**src/rtl/pcpi_fpu_ctrl.sv**
```systemverilog
// Purpose : sequences a shared multi-cycle single-precision FP core (FADD.S/FSUB.S/FMUL.S)
//           behind the picorv32 PCPI port. Results go to the integer rd, and fflags stay sticky.
// Latency : launch 1 cycle after the accept; pcpi_ready 1 cycle after fpu_done (min 3 cycles).
//           If the core never answers, the abort fires TIMEOUT_CYCLES cycles after launch.
// Backpr. : pcpi_wait holds the CPU while the core works. No new insn is accepted until
//           pcpi_valid has been seen low after a response.
//
// Ports
//   clk, resetn               clock, synchronous active-low reset
//   pcpi_valid/insn/rs1/rs2   CPU request, held until pcpi_ready
//   pcpi_wr/rd/wait/ready     CPU response (wr and ready pulse together)
//   fpu_start/op/rm/a/b       launch pulse and latched command to the FP core
//   fpu_kill                  one-cycle abort (timeout, or the CPU withdrew the request)
//   fpu_done/result/flags     core completion, valid for one cycle
//   fflags, fflags_clr        sticky NV,DZ,OF,UF,NX accumulator and its clear (a set wins)
module pcpi_fpu_ctrl #(
  parameter int          TIMEOUT_CYCLES = 64,
  parameter logic [2:0]  DEFAULT_FRM    = 3'b000,
  parameter logic [31:0] CANON_NAN      = 32'h7FC00000
) (
  input  logic        clk,
  input  logic        resetn,
  input  logic        pcpi_valid,
  input  logic [31:0] pcpi_insn,
  input  logic [31:0] pcpi_rs1,
  input  logic [31:0] pcpi_rs2,
  output logic        pcpi_wr,
  output logic [31:0] pcpi_rd,
  output logic        pcpi_wait,
  output logic        pcpi_ready,
  output logic        fpu_start,
  output logic [1:0]  fpu_op,
  output logic [2:0]  fpu_rm,
  output logic [31:0] fpu_a,
  output logic [31:0] fpu_b,
  output logic        fpu_kill,
  input  logic        fpu_done,
  input  logic [31:0] fpu_result,
  input  logic [4:0]  fpu_flags,
  output logic [4:0]  fflags,
  input  logic        fflags_clr
);

  localparam int TW = (TIMEOUT_CYCLES > 2) ? $clog2(TIMEOUT_CYCLES) : 1;
  localparam logic [TW-1:0] TIMER_LAST = TW'(TIMEOUT_CYCLES - 1);

  typedef enum logic [2:0] {
    S_IDLE,
    S_ISSUE,
    S_BUSY,
    S_RESP,
    S_DRAIN
  } state_t;

  state_t        state;
  logic [TW-1:0] timer;

  // ---------------------------------------------------------------- decode
  logic       f7_hit;
  logic [1:0] dec_op;
  logic [2:0] dec_rm;
  logic       rm_ok;
  logic       hit;

  always_comb begin
    f7_hit = 1'b1;
    dec_op = 2'b00;
    case (pcpi_insn[31:25])
      7'b0000000: dec_op = 2'b00;
      7'b0000100: dec_op = 2'b01;
      7'b0001000: dec_op = 2'b10;
      default:    f7_hit = 1'b0;
    endcase
  end

  // rm 101/110 are reserved encodings, so the insn is left for the CPU to trap.
  assign rm_ok  = (pcpi_insn[14:12] != 3'b101) && (pcpi_insn[14:12] != 3'b110);
  assign dec_rm = (pcpi_insn[14:12] == 3'b111) ? DEFAULT_FRM : pcpi_insn[14:12];
  assign hit    = (pcpi_insn[6:0] == 7'b1010011) && f7_hit && rm_ok;

  // Register specifiers are handled by the CPU, not by this block.
  logic unused_insn_bits;
  assign unused_insn_bits = ^{pcpi_insn[24:15], pcpi_insn[11:7]};

  // ------------------------------------------------------- abort / complete
  logic timed_out;
  logic abort_drop;
  logic abort_to;
  logic done_take;

  assign timed_out  = (timer == TIMER_LAST);
  // A withdrawn request takes priority over anything the core reports that cycle.
  assign abort_drop = ((state == S_ISSUE) || (state == S_BUSY)) && !pcpi_valid;
  assign done_take  = (state == S_BUSY) && pcpi_valid && fpu_done;
  // If done arrives on the last timer cycle, the real result is kept.
  assign abort_to   = (state == S_BUSY) && pcpi_valid && !fpu_done && timed_out;

  // The kill must react in the same cycle as done/valid so that "done wins" can hold.
  // It is therefore decoded from state and inputs, and it is masked while in reset.
  // The core shares resetn, so it needs no kill pulse then.
  assign fpu_kill = resetn && (abort_drop || abort_to);

  // ------------------------------------------------------------ sticky flags
  logic       flag_set;
  logic [4:0] flag_val;
  logic [4:0] fflags_nxt;

  assign flag_set   = done_take || abort_to;
  assign flag_val   = done_take ? fpu_flags : 5'b10000;
  // A clear and a set in the same cycle leave only the new flags.
  assign fflags_nxt = (fflags_clr ? 5'b00000 : fflags) | (flag_set ? flag_val : 5'b00000);

  // --------------------------------------------------------------------- FSM
  always_ff @(posedge clk) begin
    if (!resetn) begin
      state      <= S_IDLE;
      timer      <= '0;
      pcpi_wr    <= 1'b0;
      pcpi_rd    <= 32'h0;
      pcpi_wait  <= 1'b0;
      pcpi_ready <= 1'b0;
      fpu_start  <= 1'b0;
      fpu_op     <= 2'b00;
      fpu_rm     <= 3'b000;
      fpu_a      <= 32'h0;
      fpu_b      <= 32'h0;
      fflags     <= 5'b00000;
    end else begin
      fpu_start  <= 1'b0;
      pcpi_ready <= 1'b0;
      pcpi_wr    <= 1'b0;
      fflags     <= fflags_nxt;

      case (state)
        S_IDLE: begin
          if (pcpi_valid && hit) begin
            fpu_a     <= pcpi_rs1;
            fpu_b     <= pcpi_rs2;
            fpu_op    <= dec_op;
            fpu_rm    <= dec_rm;
            fpu_start <= 1'b1;
            pcpi_wait <= 1'b1;
            state     <= S_ISSUE;
          end
        end

        S_ISSUE: begin
          // Any done seen here belongs to an older, killed operation.
          timer <= '0;
          if (!pcpi_valid) begin
            pcpi_wait <= 1'b0;
            state     <= S_IDLE;
          end else begin
            state <= S_BUSY;
          end
        end

        S_BUSY: begin
          timer <= timer + TW'(1);
          if (abort_drop) begin
            pcpi_wait <= 1'b0;
            state     <= S_IDLE;
          end else if (done_take || abort_to) begin
            pcpi_rd    <= done_take ? fpu_result : CANON_NAN;
            pcpi_ready <= 1'b1;
            pcpi_wr    <= 1'b1;
            pcpi_wait  <= 1'b0;
            state      <= S_RESP;
          end
        end

        S_RESP: begin
          state <= S_DRAIN;
        end

        S_DRAIN: begin
          // Wait for the CPU to drop the request, so that the same insn is not issued twice.
          if (!pcpi_valid) begin
            state <= S_IDLE;
          end
        end

        default: state <= S_IDLE;
      endcase
    end
  end

endmodule

```
**config.mk**
```make
export PLATFORM = sky130hd
export DESIGN_NAME = pcpi_fpu_ctrl
export DESIGN_NICKNAME = d
export VERILOG_FILES = /design/src/rtl/pcpi_fpu_ctrl.sv
export SDC_FILE = /design/constraint.sdc
export NUM_CORES = 1
export LEC_CHECK = 0
export ABC_AREA = 0
export ABC_CLOCK_PERIOD_IN_PS = 4700
export BUFFER_PORTS_ARGS = -buffer_cell sky130_fd_sc_hd__buf_2
export CAP_MARGIN = 30
export CORE_MARGIN = 5
export CORE_UTILIZATION = 48
export DETAILED_ROUTE_END_ITERATION = 10
export PLACE_DENSITY = 0.93
export SYNTH_ARGS = -nofsm -noshare
export SYNTH_HDL_FRONTEND = slang
export SYNTH_SLANG_ARGS = --single-unit
```
**constraint.sdc**
```tcl
create_clock -name clk -period 4.7 [get_ports clk]
set_input_delay 0 -clock clk [delete_from_list [all_inputs] [get_ports clk]]
set_output_delay 0 -clock clk [all_outputs]
set_load 0.01 [all_outputs]
```
# After elaboration in Yosys (flattened, before gate mapping)
# Index checks and enable logic that the tools add are counted.
[op_classes] addsub=1 n_mul=0 div_mod_pow=0 n_lt_le_gt_ge=0 eq_ne=15 shifts=0 mux=21 bitwise=4 reduce_logical=26
[op_table] cell="$mux 32" n=1
[op_table] cell="$mux 3" n=5
[op_table] cell="$mux 5" n=3
[op_table] cell="$pmux 3 s5" n=1
[op_table] cell="$pmux 6 s2" n=1
[op_table] cell="$logic_and 1x1->1" n=10
[op_table] cell="$ne 3x3->1 const B" n=3
[op_table] cell="$eq 7x3->1 const B" n=1
[op_table] cell="$eq 7x4->1 const B" n=1
[op_table] cell="$eq 7x7->1 const B" n=1
[op_table] cell="$logic_not 7->1" n=1
[op_table] cell="$mux 1" n=7
[op_table] cell="$add 6x1->6 const B" n=1
[op_table] cell="$eq 3x2->1 const B" n=2
[op_table] cell="$eq 3x3->1 const B" n=2
[op_table] cell="$eq 6x6->1 const B" n=1
[op_table] cell="$ne 2x2->1 const B" n=3
[op_table] cell="$reduce_and 3->1" n=2
[op_table] cell="$reduce_or 3->1" n=2
[op_table] cell="$or 5x5->5" n=1
[op_table] cell="$pmux 2 s2" n=1
[op_table] cell="$reduce_and 2->1" n=2
[op_table] cell="$reduce_and 4->1" n=1
[op_table] cell="$eq 3x1->1 const B" n=1
[op_table] cell="8 further kinds" n=13
[totals] reg_bits=118 latch_bits=0 ramBits=0 mem_bits_ro=0 input_bits=138 out_inout_bits=111 word_cells=78 n_memories=0

# Longest topological paths before layout
[logic_depth] depth_word=8 ltp_mapped=9 mapped_depth_nobuf=5

# Worst setup path after synthesis
# OpenSTA, ideal clock, no wires.
[synth_timing] kind="flip-flop to flip-flop" from="register state[0]" to="register fpu_b[19]" setup_ns=0.072 arrival_time_ns=1.691 required_ns=4.628 setup_slack_ns=2.938 stages_incl_launch_ff=10 n_path_buf=5 period_less_slack_ns=1.762 cell_sequence="dfxtp_1 > buf_2 > or2_1 > clkbuf_1 > nor4_1 > and4_1 > buf_4 > buf_6 > buf_8 > mux2i_1"
[synth_between] elab_chain_cells=2
[synth_lines] element="start, declared" line_no="55" rtl="state_t state;"
[synth_lines] element="start signal, assigned" line_no="116" rtl="state <= S_IDLE;"
[synth_lines] element="start signal, assigned" line_no="143" rtl="state <= S_ISSUE;"
[synth_lines] element="start signal, assigned" line_no="152" rtl="state <= S_IDLE;"
[synth_lines] element="$logic_not 3->1" line_no="134" rtl="case (state)"
[synth_lines] element="$reduce_and 2->1 (no source line)"
[synth_lines] element="end signal, assigned" line_no="138" rtl="fpu_b <= pcpi_rs2;"
[synth_lines] element="end, declared" line_no="35" rtl="output logic [31:0] fpu_b,"
# No other way between the ends.
# A chain may end at the register's enable or synchronous reset.

# Worst setup path in the final report
[layout_timing] from="register state[0]" to="register fpu_b[29]"
# Same word-level chain as after synthesis.

==> results.py <==
metrics = {
    "run_status": {
        "status": "completed",
    },
    "flow_run": {
        "cap_violations": 0,
    },
    "sta": {
        "min_period_ns": 2.81,
        "report.final.slew_viol_count": 0,
        "finalCritPeriodShare_pct": 59.8,
        "tightest_slew_ns": 0.943,
        "hold_ws_ns": 0.0503,
        "fmax_mhz": 356,
        "worst_slack_ns": 1.89,
        "finalHoldViolCount": 0,
        "finalSetupViolCount": 0,
        "rsz0062_at_grt": "no",
        "tns_ns": 0,
        "slew_headroom_pct": 37.1,
        "fin_skew_ns": 0.0126,
    },
    "place": {
        "port_buffers": 233,
        "pre_cts_slack_ns": 2.38,
        "place_hpwl_um": 9780,
        "routabilityCongestion": 0.808,
        "place_area_um2": 5870,
    },
    "yosys": {
        "syn_nets": 634,
        "ys_top_cells_by_count": "nand2_1, dfxtp_1, mux2i_1",
        "yosys_warnings": 0,
        "synth_area_leaders": "dfxtp_1, mux2i_1, nand2_1, a22o_1, o221a_2",
        "ys_types": 43,
        "synth_ff_type": "dfxtp_1",
        "synth_edf_count": 0,
        "synth_area_um2": 4660,
        "synth.avg_cell_area_um2": 9.41,
        "ys_seq_elements": 118,
        "ys_seq_area_share_pct": 50.7,
        "synth_cells": 495,
        "synthArstFlopShare_pct": 0,
        "yosys.area.top_type": "dfxtp_1",
        "synth_top_area_share_pct": 50.7,
        "synthMostInstantiatedCell": "nand2_1",
    },
    "critical_path": {
        "crit_slowest_cell": "dlygate4sd3_1",
        "crit_path_end_kind": "register",
        "crit_type": "reg -> reg",
        "cp.arrival_ns": 3.26,
        "worst_setup_path_start_kind": "register",
        "critPathMaxStageDelay_ns": 0.55,
        "cp_max_fo": 52,
        "required_ns": 5.15,
        "path_cells": "or2_1, nor4_1, and4_4, buf_16, mux2i_1, dlygate4sd3_1",
    },
    "grt": {
        "track_usage_pct": 31.1,
        "antenna_found_initial": 0,
        "overflow": 0,
        "grt_pass1_vias": 5506,
        "grt_pass1_wl_um": 28200,
        "grt_max_degree": 86,
    },
    "route": {
        "drcViolationCount": 0,
        "drtAntennaViolNets": 0,
        "wl_per_cell_um": 18.5,
        "via_per_inst": 5.19,
        "vias": 5183,
        "drt_iter0_drc": 370,
        "wirelength_um": 18400,
        "drtPass1Iterations": 5,
    },
    "hold_path": {
        "hold_class": "in -> reg",
    },
    "pwr": {
        "p_seq_share_pct": 41.5,
        "leakagePower_uw": 0.00355,
        "p_sw_uw": 564,
        "sw_frac_of_total_pct": 23.4,
        "vdd_drop_max_uv": 235,
        "intPower_uw": 1850,
        "comb_power_share_pct": 7.9,
        "powerDensity_nw_per_um2": 308,
        "p_clk_share_pct": 50.5,
    },
    "layout": {
        "drive_gt1_share_pct": 33.0,
        "finalInstanceArea_um2": 7810,
        "syn2layout_area_growth_pct": 67.6,
        "nNetsFinal": 989,
    },
    "clocking": {
        "numCtsBuffers": 17,
        "clockBufferDepth": 2,
        "post_cts_buffers": 0,
        "clock-sinks": 118,
        "ctsHoldBuffers": 137,
        "cts_root_buffer": "clkbuf_8",
        "clk_latency_ns": 0.52,
        "clkTransAtPathRegs_ns": 0.06,
        "cts_tree": "yes",
        "cts_resized": 0,
        "cts_max_level": 4,
    },
    "floorplanning": {
        "rows": 36,
        "dieArea_um2": 11800,
        "core_area_um2": 9640,
        "die_x_um": 109,
        "io_pins": 249,
        "start_util_pct": 48.3,
        "dieHeight_um": 109,
    },
}
worst max-delay path, delay by kind of cell (launching register included):
| family | cells | cell delay [ns] |
|---|---|---|
| flip-flops | 1 | 0.49 |
| AND/OR/NAND/NOR | 3 | 1.10 |
| multiplexers | 1 | 0.22 |
| buffers and inverters | 2 | 0.89 |
kinds of logic (layout without fill, tap and decap cells):
group | after synthesis | count (layout) | share of synthesized area (%)
simple gates | 201 | 201 | 18.8
flops | 118 | 118 | 50.7
mux | 69 | 69 | 14.8
compound gates | 66 | 66 | 10.9
buf+inv | 38 | 406 | 4.14
xor+xnor | 2 | 2 | 0.376
fa+ha+maj | 1 | 1 | 0.268
other cells | 0 | 2 | 0
flip-flops by register name, indices dropped and copies added, names as in the netlist, 2 cells and up:
| name | flops |
|---|---|
| fpu_a | 32 |
| fpu_b | 32 |
| pcpi_rd | 32 |
| timer | 6 |
| fflags | 5 |
| fpu_rm | 3 |
| state | 3 |
| fpu_op | 2 |
layout make-up:
type                            count  area (um^2)
Multi-Input combinational cell    339         2110
Clock inverter                     13          123
Clock buffer                       19          442
Inverter                            1         3.75
Timing Repair Buffer              373         2600
Antenna cell                        2         5.00
Tap cell                          133          166
Fill cell                         497         1830
Sequential cell                   118         2360
path summary, 6_finish.rpt:
check / startpoint / to / slack [ns] / cells after the start
setup / recovery: state[0]$_SDFFE_PN0P_ / fpu_b[29]$_SDFFE_PN0P_ / 1.89 / 6
hold reg to reg: fpu_rm[2]$_SDFFE_PN0P_ / fpu_rm[2]$_SDFFE_PN0P_ / 0.46 / 2
setup reg to reg: state[0]$_SDFFE_PN0P_ / fpu_b[29]$_SDFFE_PN0P_ / 1.89 / 6
hold / removal: pcpi_insn[6] / fpu_rm[2]$_SDFFE_PN0P_ / 0.05 / 3
metal layers:
metal / GRT usage [%] / vias up / share of wire, %
met5: 0 / - / 0
met4: 15.5 / 0 / 4.1
met3: 11.9 / 65 / 9.8
met2: 54.2 / 292 / 49
met1: 32.6 / 2417 / 37
li1: - / 2409 / -
through the flow:
stage,util (%),cells,total power (uW)
floorplan,-,495,1060
global placement,60.3,825,1120
detailed placement,60.9,827,1130
CTS,81.0,996,2410
global route,81.0,996,2480
finish,81.0,998,2410
placed cells by master, fill, tap and decap left out, types with 4 or more instances in the layout:
| cell type | count |
|---|---|
| buf_2 | 232 |
| nand3_1 | 7 |
| clkbuf_16 | 16 |
| dlygate4sd3_1 | 137 |
| o221a_2 | 9 |
| nor2b_1 | 10 |
| dfxtp_1 | 118 |
| clkinvlp_4 | 4 |
| a22o_1 | 23 |
| nand2b_1 | 4 |
| mux2i_1 | 69 |
| o21ai_0 | 6 |
| nor2_1 | 14 |
| o31ai_1 | 4 |
| a21oi_1 | 16 |
| nand2_1 | 146 |
power by group through the flow:
stage / registers (uW) / clock network, uW / logic, uW
CTS: 1000 / 1230 / 179
detailed placement: 1020 / 0 / 104
global placement: 1020 / 0 / 96.9
finish: 1000 / 1220 / 191
global route: 1000 / 1280 / 203
floorplan: 1020 / 0 / 40.4
Note: power is estimated with default switching activity, not from simulation.
